[src/rtl/mips_pkg.sv]
// Shared MIPS decode definitions: field widths, opcode/func encodings,
// control_EX bit positions and the ID/EX payload with its bubble value.
package mips_pkg;

    localparam int unsigned XLEN    = 32;
    localparam int unsigned REG_AW  = 5;
    localparam int unsigned OP_W    = 6;
    localparam int unsigned FUNC_W  = 6;
    localparam int unsigned SHAMT_W = 5;
    localparam int unsigned IMM_W   = 16;
    localparam int unsigned ADDR_W  = 26;
    localparam int unsigned CTL_W   = 8;

    localparam logic [OP_W-1:0] OP_RTYPE = 6'h00;
    localparam logic [OP_W-1:0] OP_J     = 6'h02;
    localparam logic [OP_W-1:0] OP_JAL   = 6'h03;
    localparam logic [OP_W-1:0] OP_BEQ   = 6'h04;
    localparam logic [OP_W-1:0] OP_BNE   = 6'h05;
    localparam logic [OP_W-1:0] OP_ADDI  = 6'h08;
    localparam logic [OP_W-1:0] OP_ADDIU = 6'h09;
    localparam logic [OP_W-1:0] OP_SLTI  = 6'h0A;
    localparam logic [OP_W-1:0] OP_ANDI  = 6'h0C;
    localparam logic [OP_W-1:0] OP_ORI   = 6'h0D;
    localparam logic [OP_W-1:0] OP_LUI   = 6'h0F;
    localparam logic [OP_W-1:0] OP_LW    = 6'h23;
    localparam logic [OP_W-1:0] OP_SW    = 6'h2B;

    localparam logic [FUNC_W-1:0] FN_SLL = 6'h00;
    localparam logic [FUNC_W-1:0] FN_JR  = 6'h08;
    localparam logic [FUNC_W-1:0] FN_ADD = 6'h20;
    localparam logic [FUNC_W-1:0] FN_SUB = 6'h22;
    localparam logic [FUNC_W-1:0] FN_AND = 6'h24;
    localparam logic [FUNC_W-1:0] FN_OR  = 6'h25;
    localparam logic [FUNC_W-1:0] FN_SLT = 6'h2A;

    localparam int unsigned CTL_REG_WRITE  = 0;
    localparam int unsigned CTL_MEM_READ   = 1;
    localparam int unsigned CTL_MEM_WRITE  = 2;
    localparam int unsigned CTL_MEM_TO_REG = 3;
    localparam int unsigned CTL_BRANCH     = 4;
    localparam int unsigned CTL_JUMP       = 5;
    localparam int unsigned CTL_REG_DST    = 6;
    localparam int unsigned CTL_LINK       = 7;

    localparam logic [REG_AW-1:0] REG_RA = 5'd31;

    typedef struct packed {
        logic [XLEN-1:0]    pc;
        logic [XLEN-1:0]    d1;
        logic [XLEN-1:0]    d2;
        logic [OP_W-1:0]    opcode;
        logic [FUNC_W-1:0]  func;
        logic [SHAMT_W-1:0] shamt;
        logic [IMM_W-1:0]   immediate;
        logic [ADDR_W-1:0]  address;
        logic [CTL_W-1:0]   control_ex;
        logic [REG_AW-1:0]  dest;
        logic               valid;
        logic               illegal;
    } id_ex_t;

    localparam id_ex_t ID_EX_BUBBLE = '0;

endpackage

[src/rtl/hazard_unit.sv]
// Load-use / RAW hazard detection and decode-stage operand selection.
// Optional macro ID_FORWARD_EN enables EX/MEM forwarding into d1/d2.
module hazard_unit
    import mips_pkg::*;
(
    input  logic              valid_in,
    input  logic              flush_in,
    input  logic [REG_AW-1:0] rs_addr,
    input  logic [REG_AW-1:0] rt_addr,
    input  logic              uses_rs,
    input  logic              uses_rt,
    input  logic [XLEN-1:0]   rs_data,
    input  logic [XLEN-1:0]   rt_data,
    input  logic [REG_AW-1:0] ex_dest,
    input  logic [REG_AW-1:0] mem_dest,
    input  logic              ex_reg_write,
    input  logic              mem_reg_write,
    input  logic              ex_mem_read,
    input  logic [XLEN-1:0]   ex_result,
    input  logic [XLEN-1:0]   mem_result,
    output logic              stall,
    output logic [XLEN-1:0]   fwd_rs,
    output logic [XLEN-1:0]   fwd_rt
);

    logic ex_rs;
    logic ex_rt;
    logic mem_rs;
    logic mem_rt;
    logic load_use;
    logic raw;

    // Register 0 never matches, so it can neither stall nor forward.
    assign ex_rs  = uses_rs && (rs_addr != '0) && (rs_addr == ex_dest);
    assign ex_rt  = uses_rt && (rt_addr != '0) && (rt_addr == ex_dest);
    assign mem_rs = uses_rs && (rs_addr != '0) && (rs_addr == mem_dest);
    assign mem_rt = uses_rt && (rt_addr != '0) && (rt_addr == mem_dest);

    assign load_use = ex_mem_read && (ex_rs || ex_rt);

`ifdef ID_FORWARD_EN
    assign raw = 1'b0;

    // EX result is younger than MEM result, so it wins.
    always_comb begin
        fwd_rs = rs_data;
        fwd_rt = rt_data;
        if (ex_reg_write && !ex_mem_read && ex_rs) begin
            fwd_rs = ex_result;
        end else if (mem_reg_write && mem_rs) begin
            fwd_rs = mem_result;
        end
        if (ex_reg_write && !ex_mem_read && ex_rt) begin
            fwd_rt = ex_result;
        end else if (mem_reg_write && mem_rt) begin
            fwd_rt = mem_result;
        end
    end
`else
    logic unused_results;

    assign unused_results = ^{ex_result, mem_result};
    assign raw    = (ex_reg_write && (ex_rs || ex_rt)) ||
                    (mem_reg_write && (mem_rs || mem_rt));
    assign fwd_rs = rs_data;
    assign fwd_rt = rt_data;
`endif

    assign stall = valid_in && !flush_in && (load_use || raw);

endmodule

[src/rtl/id_ex_decode.sv]
// MIPS instruction decode with ID/EX pipeline register.
// Optional macro ID_FORWARD_EN selects forwarding instead of RAW stalls.
module id_ex_decode
    import mips_pkg::*;
(
    input  logic                clock,
    input  logic                reset,
    input  logic [XLEN-1:0]     instr_in,
    input  logic [XLEN-1:0]     pc_in,
    input  logic                valid_in,
    output logic [REG_AW-1:0]   rs_addr,
    output logic [REG_AW-1:0]   rt_addr,
    input  logic [XLEN-1:0]     rs_data,
    input  logic [XLEN-1:0]     rt_data,
    input  logic [REG_AW-1:0]   ex_dest,
    input  logic [REG_AW-1:0]   mem_dest,
    input  logic                ex_reg_write,
    input  logic                mem_reg_write,
    input  logic                ex_mem_read,
    input  logic [XLEN-1:0]     ex_result,
    input  logic [XLEN-1:0]     mem_result,
    input  logic                flush_in,
    output logic                stall_out,
    output logic [XLEN-1:0]     pc,
    output logic [XLEN-1:0]     d1,
    output logic [XLEN-1:0]     d2,
    output logic [OP_W-1:0]     opcode,
    output logic [FUNC_W-1:0]   func,
    output logic [SHAMT_W-1:0]  shamt,
    output logic [IMM_W-1:0]    immediate,
    output logic [ADDR_W-1:0]   address,
    output logic [CTL_W-1:0]    control_EX,
    output logic [REG_AW-1:0]   dest,
    output logic                valid_out,
    output logic                illegal
);

    logic [OP_W-1:0]   op;
    logic [REG_AW-1:0] rd;
    logic [CTL_W-1:0]  ctl;
    logic [REG_AW-1:0] dest_c;
    logic              legal;
    logic              uses_rs;
    logic              uses_rt;
    logic              hz_stall;
    logic [XLEN-1:0]   fwd_rs;
    logic [XLEN-1:0]   fwd_rt;
    id_ex_t            id_ex_d;
    id_ex_t            id_ex_q;

    assign op      = instr_in[31:26];
    assign rs_addr = instr_in[25:21];
    assign rt_addr = instr_in[20:16];
    assign rd      = instr_in[15:11];

    // Opcode to control_EX, plus which source registers the instruction reads.
    always_comb begin
        ctl     = '0;
        legal   = 1'b1;
        uses_rs = 1'b1;
        uses_rt = 1'b0;
        if (instr_in == '0) begin
            uses_rs = 1'b0;
        end else begin
            unique case (op)
                OP_RTYPE: begin
                    ctl[CTL_REG_WRITE] = 1'b1;
                    ctl[CTL_REG_DST]   = 1'b1;
                    uses_rt            = 1'b1;
                end
                OP_ADDI, OP_ADDIU, OP_SLTI, OP_ANDI, OP_ORI: begin
                    ctl[CTL_REG_WRITE] = 1'b1;
                end
                OP_LUI: begin
                    ctl[CTL_REG_WRITE] = 1'b1;
                    uses_rs            = 1'b0;
                end
                OP_LW: begin
                    ctl[CTL_REG_WRITE]  = 1'b1;
                    ctl[CTL_MEM_READ]   = 1'b1;
                    ctl[CTL_MEM_TO_REG] = 1'b1;
                end
                OP_SW: begin
                    ctl[CTL_MEM_WRITE] = 1'b1;
                    uses_rt            = 1'b1;
                end
                OP_BEQ, OP_BNE: begin
                    ctl[CTL_BRANCH] = 1'b1;
                    uses_rt         = 1'b1;
                end
                OP_J: begin
                    ctl[CTL_JUMP] = 1'b1;
                    uses_rs       = 1'b0;
                end
                OP_JAL: begin
                    ctl[CTL_REG_WRITE] = 1'b1;
                    ctl[CTL_JUMP]      = 1'b1;
                    ctl[CTL_LINK]      = 1'b1;
                    uses_rs            = 1'b0;
                end
                default: begin
                    legal   = 1'b0;
                    uses_rs = 1'b0;
                end
            endcase
        end
    end

    always_comb begin
        dest_c = '0;
        if (ctl[CTL_REG_DST]) begin
            dest_c = rd;
        end else if (ctl[CTL_LINK]) begin
            dest_c = REG_RA;
        end else if (ctl[CTL_REG_WRITE]) begin
            dest_c = rt_addr;
        end
    end

    hazard_unit u_hazard (
        .valid_in      (valid_in),
        .flush_in      (flush_in),
        .rs_addr       (rs_addr),
        .rt_addr       (rt_addr),
        .uses_rs       (uses_rs),
        .uses_rt       (uses_rt),
        .rs_data       (rs_data),
        .rt_data       (rt_data),
        .ex_dest       (ex_dest),
        .mem_dest      (mem_dest),
        .ex_reg_write  (ex_reg_write),
        .mem_reg_write (mem_reg_write),
        .ex_mem_read   (ex_mem_read),
        .ex_result     (ex_result),
        .mem_result    (mem_result),
        .stall         (hz_stall),
        .fwd_rs        (fwd_rs),
        .fwd_rt        (fwd_rt)
    );

    assign stall_out = reset && hz_stall;

    // Next ID/EX payload: flush, invalid and stall all collapse to a bubble.
    always_comb begin
        id_ex_d = ID_EX_BUBBLE;
        if (!reset || flush_in || !valid_in || hz_stall) begin
            id_ex_d = ID_EX_BUBBLE;
        end else if (!legal) begin
            id_ex_d.illegal = 1'b1;
        end else begin
            id_ex_d.pc         = pc_in;
            id_ex_d.d1         = fwd_rs;
            id_ex_d.d2         = fwd_rt;
            id_ex_d.opcode     = op;
            id_ex_d.func       = instr_in[5:0];
            id_ex_d.shamt      = instr_in[10:6];
            id_ex_d.immediate  = instr_in[15:0];
            id_ex_d.address    = instr_in[25:0];
            id_ex_d.control_ex = ctl;
            id_ex_d.dest       = dest_c;
            id_ex_d.valid      = 1'b1;
        end
    end

    always_ff @(posedge clock) begin
        if (!reset) begin
            id_ex_q <= ID_EX_BUBBLE;
        end else begin
            id_ex_q <= id_ex_d;
        end
    end

    assign pc         = id_ex_q.pc;
    assign d1         = id_ex_q.d1;
    assign d2         = id_ex_q.d2;
    assign opcode     = id_ex_q.opcode;
    assign func       = id_ex_q.func;
    assign shamt      = id_ex_q.shamt;
    assign immediate  = id_ex_q.immediate;
    assign address    = id_ex_q.address;
    assign control_EX = id_ex_q.control_ex;
    assign dest       = id_ex_q.dest;
    assign valid_out  = id_ex_q.valid;
    assign illegal    = id_ex_q.illegal;

endmodule

[config.mk]
export PLATFORM = sky130hd
export DESIGN_NAME = id_ex_decode
export DESIGN_NICKNAME = d
export VERILOG_FILES = /design/src/rtl/mips_pkg.sv /design/src/rtl/hazard_unit.sv /design/src/rtl/id_ex_decode.sv
export SDC_FILE = /design/constraint.sdc
export NUM_CORES = 1
export LEC_CHECK = 0
export CAP_MARGIN = 40
export CORE_AREA = 2 2 150 152
export CTS_BUF_LIST = sky130_fd_sc_hd__clkbuf_4 sky130_fd_sc_hd__clkbuf_8
export DETAILED_ROUTE_END_ITERATION = 12
export DIE_AREA = 0 0 152 154
export SLEW_MARGIN = 25
export SYNTH_ARGS = -nofsm -noshare
export SYNTH_HDL_FRONTEND = slang
export SYNTH_SLANG_ARGS = --single-unit
[constraint.sdc]
create_clock -name clock -period 2.3 [get_ports clock]
set_clock_uncertainty 0.1 [all_clocks]
set_input_delay 0.46 -clock clock [delete_from_list [all_inputs] [get_ports clock]]
set_output_delay 0.46 -clock clock [all_outputs]
set_load 0.01 [all_outputs]
==> results of run 1 <==
-- state kept, by name (all words and copies together) (netlist names) --
name and flops:
d1 32, d2 32, pc 32, address 11, control_EX 7, immediate 6
opcode 6, dest 5, func 5, shamt 4, illegal 1, valid_out 1
-- worst paths after layout --
check | startpoint | end | slack, ps | depth (start not counted)
max | instr_in[15] | stall_out | -360 | 8
min | instr_in[4] | func[4] | 140 | 2
-- per-stage QoR --
stage | setup TNS [ps] | power (uW) | hold slack (ps) | std cells
after global routing | -38830 | 5710 | 109 | 1108
after CTS | -7890 | 5530 | 121 | 1094
after global placement | -121730 | 3150 | 927 | 1031
after detailed placement | -125080 | 3160 | 928 | 1031
after floorplan | -8130 | 2730 | 482 | 436
final | -33490 | 5470 | 138 | 1108
-- power by group --
| group | internal [uW] | switching (uW) |
|---|---|---|
| Clock | 1280 | 1010 |
| Combinational | 438 | 234 |
| Sequential | 2490 | 10.6 |
-- critical path, delay by kind of cell --
family                 cells  cell delay (ps)
AND/OR/NAND/NOR            5             1230
buffers and inverters      3              400
-- routing by layer --
metal	track usage [%]	vias up
met5	0	-
li1	-	2117
met4	5.61	0
met3	4.26	24
met1	16.7	2022
met2	25.2	189
-- final cells by class --
cell class | instances | area, sq um | area share (%)
Clock buffer | 21 | 277 | 2.89
Clock inverter | 11 | 183 | 1.91
Inverter | 4 | 20.0 | 0.209
Multi-Input combinational cell | 232 | 1700 | 17.7
Sequential cell | 142 | 2840 | 29.7
Tap cell | 280 | 350 | 3.66
Timing Repair Buffer | 416 | 4180 | 43.7
Timing Repair inverter | 2 | 18.8 | 0.196
-- layout by cell type (no fill, tap or decap), types with 4 or more instances in the layout --
cell type,count
nand2_1,11
clkdlybuf4s50_1,282
clkbuf_8,19
and2_4,8
buf_4,56
buf_12,10
nand4_1,5
bufinv_16,4
clkbuf_2,6
dlygate4sd2_1,21
o21ai_0,9
o311a_1,5
dfxtp_1,142
clkinv_4,6
buf_2,8
nand3_1,4
nor4_4,5
xnor2_1,20
and2_1,116
buf_6,19
clkbuf_16,4
nor2_1,11
-- logic make-up after synthesis --
kind of cell	Yosys count	synth area share (%)
xor+xnor	20	3.67
simple gates	183	23.2
other cells	1	0.0785
buf+inv	62	9.59
flops	142	59.5
compound gates	28	3.93
-- timing repair --
action                                  4_1_cts  5_1_grt
resized for setup                           129       60
buffers inserted                             25       15
gates cloned                                  7        5
endpoints found under the setup margin      142      139
pin swaps                                    15       10
==> flow_results.org, run 1 <==
** Logic synthesis
- The synthesized design spends more area on one cell type than any other, namely dfxtp_1.
- Mean Syn Cell Area :: ~11 sq um
- Synthesized netlist cell count :: 436
- The number of nets handed over by synthesis was 645.
- Dominant register cell in the synthesized netlist :: dfxtp_1
- Summing the sequential cell areas from Yosys gives roughly three fifths of the chip area.
- Number of distinct library cell variants in the gate-level netlist after synthesis :: 39
- Among all cell types in the netlist, the one instantiated most often is dfxtp_1.
- The cell area that synthesis handed to floorplanning was 4770 sq um.
- During synthesis, Yosys emitted a total of 0 warnings.
- By area the synthesized netlist is led by dfxtp_1, and2_1, buf_4, xnor2_1, o21ai_0.
- Fraction of registers with async set/reset :: 0%
- Share of Yosys cell area claimed by the top area cell type :: about three fifths
- Number of register bits inferred by synthesis :: 142
- In this run, synthesis inferred 0 flip-flops with an integrated enable.
- Most common library cells after synthesis :: dfxtp_1, and2_1, buf_4

** Routing
- Wirelength per Cell :: 15.9 microns
- Final ANT Viol Nets :: 0
- In the final routing, the length of wire on met1 measures 7000 microns.
- Ratio of routed vias to standard cells :: 3.93
- Detailed router's first-iteration violation count :: 115
- Routed signal wires occupy layers up through met4.
- Drt drc :: 0
- Pre-Repair DR Iteration Count :: 4
- The final layout contains routed wiring with a total length of 17600 microns.
- Total length of routed met2 wires :: 9180 microns
- For this block, the via count after detailed routing is 4352.
- Routed wire length on met3 :: 1060 microns

** Worst setup path
- Data arrival time of the critical path :: 2100 ps
- Critical-path cell list :: buf_8 -> nor4_4 -> buf_4 -> nand4_1 -> or4b_4 -> nand2b_4 -> nor4b_4 -> buf_2
- Required time of the critical path :: roughly 1700 ps
- The setup path with the least slack is of type primary input to output port.
- The largest individual stage delay along the critical path comes from the cell or4b_4.
- Setup crit start kind :: primary input
- Worst stage delay on the critical path :: slightly above 600 ps
- Along the worst path, the maximum fanout reaches 2.
- The worst setup path is captured at an output port.

** STA
- Setup repair after global routing could not meet its margin everywhere.
- Final Hold Vio Count :: 0
- Final Worst Setup Slack :: -360 ps
- Time the final worst path needs with I/O delays and setup :: about 2700 ps
- Max Clk Rate :: 0.376 GHz
- The max-slew violation count is 0.
- Setup violations remaining at the end of the flow were counted as 138.
- Part of the cycle the worst path needs :: 116%

** Clocking
- Counting every sink on the clock net gives 142.
- CTS tree :: built
- Root Driver :: clkbuf_8
- Buffer depth of the longest clock path :: 2
- Clock-pin slew was measured on the worst setup and hold paths at ~80 ps.
- The number of clock buffers added by TritonCTS is 17.
- After clock tree synthesis, the flow added hold-fix buffers numbering 0.
- Number of levels the H-tree was split into :: 4

** Job
- Reported max-cap violation count :: 0

** Min path
- Type of the most critical hold path :: primary input to register

** Pwr
- PwrDens :: 571 nW/um^2
- IR Drop Worst-Case VDD :: 0.294 mV
- The analysis attributes to cell leakage a power of 0.00380 uW.

** Placed design
- Count of input and output buffers :: about 330
- Post-Place Worst Slack :: -1110 ps
- Routability-driven placement finished with a final weighted congestion of 0.789.
- Cell area after placement :: 8350 sq um
- After legalization and detailed placement, the total HPWL measured approximately 13000 microns.

** Final layout
- The filler cells instantiated in the layout total 2067.
- Final standard cell area without fillers :: 9570 sq um
- Fraction of layout instances using a drive strength above 1 :: 21.9%
- Fin util :: 44.1%
- The repair_antennas step left the layout with diodes totalling 0.
- Synthesis-to-finish area growth :: 100%
- At the end of the flow, the number of nets in the layout was 1024.

** GRT
- Entering global routing, the biggest net connects 32 pins.
- The number of antenna violations at the first check in global routing came to 0.
- Number of global-route vias before repair :: 4368
- The first global-routing pass estimated 25800 microns of wire.
- Total overflow reported by the global router :: 0
- GR Util All Layers :: 14.4%

** Floorplanning
- Number of top-level design ports :: 390
- The initial utilization of the core area, before any placement, comes to ~22%.
- The total area inside the core boundary comes to 21700 sq um.
- The die is 152 microns wide.
- The die covers 23400 sq um.
- Measured along the y axis, the die boundary spans 154 microns.
- Number of cell rows :: between 50 and 60

** Status
- Violations in the final reports :: setup timing
- Status :: complete, but fails checks
Note: power is estimated with default switching activity, not from simulation.
==> run 2: changes to the inputs <==
Settings changed: CORE_AREA 2 2 150 152 to 2 2 153 155, DIE_AREA 0 0 152 154 to 0 0 155 157, DONT_BUFFER_PORTS from default to 1.
==> run 2 against run 1 <==
  * The flow still finishes with violations (setup timing)
  * Via count decreased by 30%
  * Worst hold slack got worse by 92 ps
  * Fmax increased by 8.3%
  * Sequential power about the same
  * Critical path depth decreased by 2
  * Non-clock buffer count decreased by 330
  * Combinational power decreased by 65%
==> flow_results.org, run 2 (same netlist as run 1, synthesis figures left out) <==
** STA
- The post-route clock period utilization came to 107% (was 116%).
- Worst slew margin relative to its limit :: 64.3%
- The final count of hold timing violations came to 0 (unchanged).
- The highest attainable clock frequency came to 0.407 GHz (was 0.376 GHz).
- Final Worst Setup Slack :: -155 ps (was -360 ps)
- The max-slew violation count came to 0 (unchanged).
- Time the final worst path needs with I/O delays and setup :: 2460 ps (was 2660 ps)
- RSZ-0062 raised after global routing :: true (unchanged)
- Aggregate negative setup slack :: -155 ps (was -33490 ps)
- # setup viols final :: 1 (was 138)
- For the pin with the worst max-slew slack, the measured transition is 530 ps.

** Routing
- Pre-Repair DR Iteration Count :: 4 (unchanged)
- Sum of routed wire length over all layers :: 14200 microns (was 17600 microns)
- Final ANT Viol Nets :: 0 (unchanged)
- Wirelength per Cell :: 18.1 microns (was 15.9 microns)
- Via count :: 3037 (was 4352)
- Detailed router's first-iteration violation count :: 132 (was 115)
- Drt drc :: 0 (unchanged)
- Ratio of routed vias to standard cells :: 3.88 (was 3.93)

** Floorplanning
- The standard-cell row count came to 55 (was 54).
- The placeable core region is 22500 sq um (was 21700 sq um).
- The overall die height is 157 microns (was 154 microns).
- Number of top-level design ports :: 390 (unchanged)
- Initial core utilization :: 21.2% (was 22.0%)
- DIE AREA :: 24300 sq um (was 23400 sq um)
- The die span in x came to 155 microns (was 152 microns).

** Pwr
- Leakage power figure :: 0.00229 uW (was 0.00380 uW)
- Total Power :: 4670 uW (was 5470 uW)
- The cell-internal power came to 3460 uW (was 4210 uW).
- The sequential share of power is 54.2% (was 45.8%).
- The worst supply voltage drop on vdd is 0.238 mV (was 0.294 mV).
- Combinational Power Share :: 5.0% (was 12.3%)
- The net switching fraction of the power came to 25.9% (was 23.0%).
- Clock share of power :: 40.8% (was 41.9%)
- PwrDens :: 779 nW/um^2 (was 571 nW/um^2)
- Net Switching :: 1210 uW (was 1260 uW)

** GRT
- GR Util All Layers :: 11.1% (was 14.4%)
- The number of antenna violations at the first check in global routing is 1 (was 0).
- Number of global-route vias before repair :: 3052 (was 4368)
- Total overflow reported by the global router :: 0 (unchanged)
- Largest net degree at the start of global routing :: 63 (was 32)
- Wire length of the first global-routing pass :: 19200 microns (was 25800 microns)

** Worst setup path
- The required time reported for the critical path endpoint came to 1740 ps (about the same).
- The critical path arrival was 1900 ps (was 2100 ps).
- Worst stage delay on the critical path :: 520 ps (was 620 ps)
- Crit path kind :: primary input to output port (unchanged)
- The cell at the slowest stage of the critical path is or4_4 (was or4b_4).
- Critical-path cell list :: or4_4 -> nor3_2 -> or4b_4 -> nand2b_4 -> nor4b_2 -> buf_4 (was buf_8 -> nor4_4 -> buf_4 -> nand4_1 -> or4b_4 -> nand2b_4 -> nor4b_4 -> buf_2)
- Max FO, Critical Path :: 6 (was 2)
- Setup crit start kind :: primary input (unchanged)
- The endpoint kind of the worst setup timing path was an output port (unchanged).

** Placed design
- Count of input and output buffers :: 0 (was 325)
- The cell area reported after detailed placement is 4860 sq um (was 8350 sq um).
- Placed wire-length estimate :: 9860 microns (was 12700 microns)
- The routability congestion estimate is 0.715 (was 0.789).
- The worst setup slack after placement came to -351 ps (was -1110 ps).

** Clocking
- CTS tree :: built (unchanged)
- Clock net sink count :: 142 (unchanged)
- Number of levels the H-tree was split into :: 4 (unchanged)
- The total clock buffers created by CTS was 17 (unchanged).
- Clk pin slew, worst setup/hold paths :: 100 ps (was 80 ps)
- Buffer depth of the longest clock path :: 2 (unchanged)
- Root Driver :: clkbuf_8 (unchanged)

** Final layout
- The most common library cell in the layout ignoring fill and taps is dfxtp_1 (was clkdlybuf4s50_1).
- The core utilization of the finished layout is 26.6% (was 44.1%).
- Fraction of layout instances using a drive strength above 1 :: 12.7% (was 21.9%)
- The net count reported at finish came to 692 (was 1024).
- Layout fillers :: 2294 (was 2067)
- Most used cells in the layout excluding fill and tap cells :: dfxtp_1, and2_1, dlygate4sd3_1 (was clkdlybuf4s50_1, dfxtp_1, and2_1)
- The finished layout cell area was 6000 sq um (was 9570 sq um).
- Synthesis-to-finish area growth :: 25.6% (was 100%)

** Status
- Violations in the final reports :: setup timing (unchanged)
- Status :: complete, but fails checks (unchanged)

** Job
- The count of maximum capacitance violations is 0 (unchanged).

** Min path
- The class of the tightest hold or removal check was primary input to register (unchanged).
[run 2: cell types whose count changed in the layout (fill, tap and decap cells not counted), moves of 6 or more]
cell and change:
and2_1 +8, clkdlybuf4s50_1 -282, buf_6 -19, clkbuf_2 -6, dlygate4sd3_1 +70, buf_12 -7, buf_2 -8, and2_4 -8
buf_4 -43, dlygate4sd2_1 -21
[run 2: through the flow]
stage	std cells	hold slack, ps
4_1_cts	763	0.0110
3_3_place_gp	679	445
2_1_floorplan	436	482
3_5_place_dp	679	448
6_report	782	46.6
5_1_grt	781	0.159
[run 2: final cells by class]
cell class | instances | area [sq um] | area share, %
inverters | 4 | 17.5 | 0.292
repair buffers | 86 | 858 | 14.3
well taps | 285 | 357 | 5.95
diodes | 1 | 2.50 | 0.0417
multi-input cells | 232 | 1550 | 25.8
flip-flops and latches | 142 | 2840 | 47.4
clock buffers | 18 | 248 | 4.13
clock inverters | 14 | 121 | 2.02
[run 2: worst paths after layout]
path    startpoint        end  slack, ps  cells past startpoint
max   instr_in[16]  stall_out       -160                      6
min     rt_data[3]      d2[3]         50                      1
[run 2: worst max-delay path: cells and delay by family]
| family | cells | cell delay [ps] |
|---|---|---|
| simple gates | 5 | 1280 |
| buf+inv | 1 | 160 |
[run 2: power groups by stage]
stage / sequential, uW / combinational (uW) / clock (uW)
floorplan: 2580 / 151 / 0
global placement: 2590 / 134 / 0
detailed placement: 2590 / 134 / 0
CTS: 2530 / 209 / 2010
global route: 2540 / 256 / 2130
finish: 2530 / 233 / 1910
[run 2: what timing repair did]
item,4_1_cts,5_1_grt
setup buffers,1,0
pin swaps,2,1
resized for setup,6,3
endpoints found under the setup margin,1,1
hold buffers,52,18
endpoints found under the hold margin,52,18
[run 2: metal layers]
metal / vias to the layer above / share of wire, % / global-route usage [%]
met1: 1410 / 36 / 11.1
met3: 15 / 11 / 5.95
met4: 0 / 2.2 / 5.51
met5: - / 0 / 0
met2: 160 / 51 / 18.8
li1: 1452 / - / -
==> run 3: changes to the inputs <==
Settings changed: ABC_AREA from default to 1.
==> run 3 against run 2 <==
  * The run now ends clean
  * Non-clock buffer count is 5 lower
  * Synthesized area increased by 7.1%
  * Flip-flop and latch count did not move
  * Synthesized cell count is 49% higher
  * Die area unchanged
  * Combinational power up 21%
==> flow_results.org, run 3 <==
** Status
- Status: finished, final reports clean (was complete, but fails checks).

** Final layout
- Most used cells in the layout excluding fill and tap cells :: nor2_1, inv_1, dfxtp_1 (was dfxtp_1, and2_1, dlygate4sd3_1)
- The net count reported at finish came to 904 (was 692).
- Diodes inserted :: 0 (was 1)
- The share of cells above drive strength 1 was 9.18% (was 12.7%).
- Fin util :: 27.5% (was 26.6%)
- Synthesis-to-finish area growth :: 21.2% (was 25.6%)
- The number of inserted filler cells in the final layout came to 2362 (was 2294).
- Final cell count without fillers :: 993 (was 782)
- Storage element area :: 2840 sq um (unchanged)
- The most common library cell in the layout ignoring fill and taps is nor2_1 (was dfxtp_1).
- Area used by multi-input combinational logic :: 1280 sq um (was 1550 sq um)

** Logic synthesis
- The instance count of the mapped netlist came to 649 (was 436).
- The fraction of registers with async set or reset after synthesis was 0% (unchanged).
- Adder-cell share of the synthesized area :: 0% (unchanged)
- Dominant register cell in the synthesized netlist :: dfxtp_1 (unchanged)
- Post-synth top area cell :: dfxtp_1 (unchanged)
- Post-synth EDFFs :: 0 (unchanged)
- The combinational family with the most area after synthesis is simple AND/OR/NAND/NOR gates (unchanged).
- The xor and xnor area share after synthesis is 0% (was 3.67%).
- Number of warning messages in the yosys log :: 0 (unchanged)
- The proportion of netlist area held by the largest area contributor was 55.6% (was 59.5%).
- The net count after synthesis was 858 (was 645).
- Most common library cells after synthesis: nor2_1, inv_1, dfxtp_1 (was dfxtp_1, and2_1, buf_4).
- The number of distinct library cell variants in the gate-level netlist after synthesis is 22 (was 39).
- The post-synthesis share of cell area spent on and, or, nand and nor gates is 23.1% (was 23.2%).
- Area of the mapped netlist :: 5110 sq um (was 4770 sq um)
- The multiplexer share of the synthesized area came to 0% (unchanged).
- Mean Syn Cell Area :: 7.88 sq um (was 11.0 sq um)
- Cells taking the most area after synthesis: dfxtp_1, nor2_1, inv_1, nand2_1, buf_4 (was dfxtp_1, and2_1, buf_4, xnor2_1, o21ai_0).
- Synthesized-area fraction occupied by ao, oa, aoi and oai cells :: 0.979% (was 3.93%)
- The sequential element share of the synthesized area was 55.6% (was 59.5%).
- The total of flip-flops plus latches after synthesis came to 142 (unchanged).
- The library cell with the highest instance count after synthesis is nor2_1 (was dfxtp_1).

** Floorplanning
- The placeable core region was 22500 sq um (unchanged).
- Number of cell rows :: 55 (unchanged)
- The initial core utilization was 22.7% (was 21.2%).
- The I/O pin count came to 390 (unchanged).
- Die outline width :: 155 microns (unchanged)
- The overall die height was 157 microns (unchanged).
- The area of the die came to 24300 sq um (unchanged).

** STA
- The worst setup margin is 132 ps (was -155 ps).
- The setup TNS is 0 ps (was -155 ps).
- Final Hold Vio Count :: 0 (unchanged)
- Fin. max-slew vios :: 0 (unchanged)
- The number of failing setup endpoints in the final timing report was 0 (was 1).
- The final-layout worst hold slack was 36.5 ps (was 46.6 ps).
- Max Clk Rate :: 0.461 GHz (was 0.407 GHz)
- RSZ-0062 raised after global routing :: false (was true)
- The shortest period the worst path allows is 2170 ps (was 2460 ps).
- The post-route clock period utilization was 94.3% (was 107%).

** Worst setup path
- Worst stage delay on the critical path :: 170 ps (was 520 ps)
- Max FO, Critical Path :: 4 (was 6)
- The kind of start point of the critical path is a primary input (unchanged).
- The critical path arrival was 1610 ps (was 1900 ps).
- In this design, the critical path's most frequently occurring cell is nand2_1.
- Crit path kind :: primary input to output port (unchanged)
- The required time reported for the critical path endpoint came to 1740 ps (about the same).
- Critical-path cell list: inv_2 -> nor2_2 -> nand3_2 -> nand2_1 -> nor2_1 -> nand2_1 -> nand3_1 -> and2_1 -> nor3_2 -> buf_4 (was or4_4 -> nor3_2 -> or4b_4 -> nand2b_4 -> nor4b_2 -> buf_4).
- Worst setup path startpoint :: instr_in[29] (was instr_in[16])
- The endpoint kind of the worst setup timing path is an output port (unchanged).
- The cell at the slowest stage of the critical path is and2_1 (was or4_4).

** Placed design
- The placed wire-length estimate was 10500 microns (was 9860 microns).
- Routability congestion estimate from global placement :: 0.798 (was 0.715)
- The worst setup slack after placement is -103 ps (was -351 ps).
- Count of input and output buffers :: 0 (unchanged)
- Placed cells :: 896 (was 679)

** Routing
- Detailed router's first-iteration violation count :: 190 (was 132)
- Wirelength per Cell :: 14.8 microns (was 18.1 microns)
- The wire length reported by the detailed router came to 14700 microns (was 14200 microns).
- Drt drc :: 0 (unchanged)
- Final ANT Viol Nets :: 0 (unchanged)
- Via count :: 3885 (was 3037)
- The first-pass iteration count of the detailed router was 4 (unchanged).
- Ratio of routed vias to standard cells :: 3.91 (was 3.88)

** GRT
- Wire length of the first global-routing pass :: 21000 microns (was 19200 microns)
- Number of antenna violations at the first check in global routing :: 0 (was 1)
- GR Util All Layers :: 11.6% (was 11.1%)
- Largest net degree at the start of global routing :: 67 (was 63)
- The remaining global-route overflow was 0 (unchanged).
- Number of global-route vias before repair :: 3903 (was 3052)

** Min path
- The end point of the worst hold path is d2[13] (was d2[3]).
- The number of cells on the worst hold path was 2 (was 1).
- Hold Crit Start :: rt_data[13] (was rt_data[3])
- The class of the tightest hold or removal check was primary input to register (unchanged).

** Pwr
- Clock share of power :: 39.7% (was 40.8%)
- PwrDens :: 748 nW/um^2 (was 779 nW/um^2)
- Combinational Power Share :: 6.1% (was 5.0%)
- Sequential share of power :: 54.2% (about the same)
- Cell internal power dissipation :: 3430 uW (was 3460 uW)
- Net Switching :: 1210 uW (about the same)
- The worst supply voltage drop on vdd came to 0.295 mV (was 0.238 mV).
- The leakage power of the design came to 0.00313 uW (was 0.00229 uW).
- Net Sw Frac :: 26.0% (was 25.9%)

** Clocking
- The clock tree from TritonCTS was built (unchanged).
- The clock transition at the registers of the reported paths is 80 ps (was 100 ps).
- Root Driver :: clkbuf_8 (unchanged)
- Number of levels the H-tree was split into :: 4 (unchanged)
- CTS buffer count :: 17 (unchanged)
- The number of sinks on the clock net came to 142 (unchanged).
- Buffer depth of the longest clock path :: 2 (unchanged)

** Job
- The count of maximum capacitance violations came to 0 (unchanged).
-- run 3: changes by cell type after synthesis, moves of 6 or more --
cell	change
nor2_1	+155
nand3_1	+21
buf_8	+9
inv_1	+144
xnor2_1	-20
nor4_1	-6
clkbuf_2	-6
nand2_1	+65
nor3_1	+9
and2_1	-123
-- run 3: stage by stage --
step           area, sq um  total power [uW]
2_1_floorplan         5110              2740
3_3_place_gp          5140              2760
3_5_place_dp          5140              2760
4_1_cts               6030              4720
5_1_grt               6200              4910
6_report              6200              4640
-- run 3: worst max-delay path by stage --
stage / end / slack [ps] / cells after the start
detailed placement: stall_out / -100 / 9
global placement: stall_out / -120 / 9
CTS: stall_out / 3 / 9
finish: stall_out / 130 / 10
global route: stall_out / 0.9 / 10
floorplan: stall_out / 150 / 8
-- run 3: critical path: cells and delay by family --
family / cells / cell delay (ps)
buf+inv: 2 / 170
simple gates: 8 / 980
-- run 3: layout make-up --
class / instances / share of cell area [%]
multi-input combinational: 302 / 20.7
clock inverter: 13 / 1.68
sequential: 142 / 45.9
timing repair buffer: 81 / 12.8
clock buffer: 19 / 4.12
inverter: 151 / 9.15
tap: 285 / 5.75
-- run 3: routing by layer --
metal	part of all wire [%]	GRT usage [%]	vias to the layer above
met5	0	0	-
met4	2.8	6.04	0
met3	8.1	4.10	21
met2	52	21.1	219
met1	37	11.6	1741
li1	-	-	1904
-- run 3: cell families after synthesis --
family / count (synthesis)
AOI/OAI and AO/OA: 10
DFF: 142
buffers and inverters: 205
other: 1
and+or+nand+nor: 291
-- run 3: power groups by stage --
stage	clock, uW	sequential (uW)	combinational, uW
CTS	1950	2510	260
floorplan	0	2560	177
global placement	0	2570	186
finish	1840	2510	282
detailed placement	0	2570	188
global route	2070	2520	322
-- run 3: timing repair --
action / CTS / global route
cloned: 0 / 0
pin swaps: 0 / 1
hold buffers: 52 / 11
endpoints found under the hold margin: 52 / 11
setup buffers: 0 / 2
endpoints found under the setup margin: 1 / 1
gates resized for setup: 2 / 9
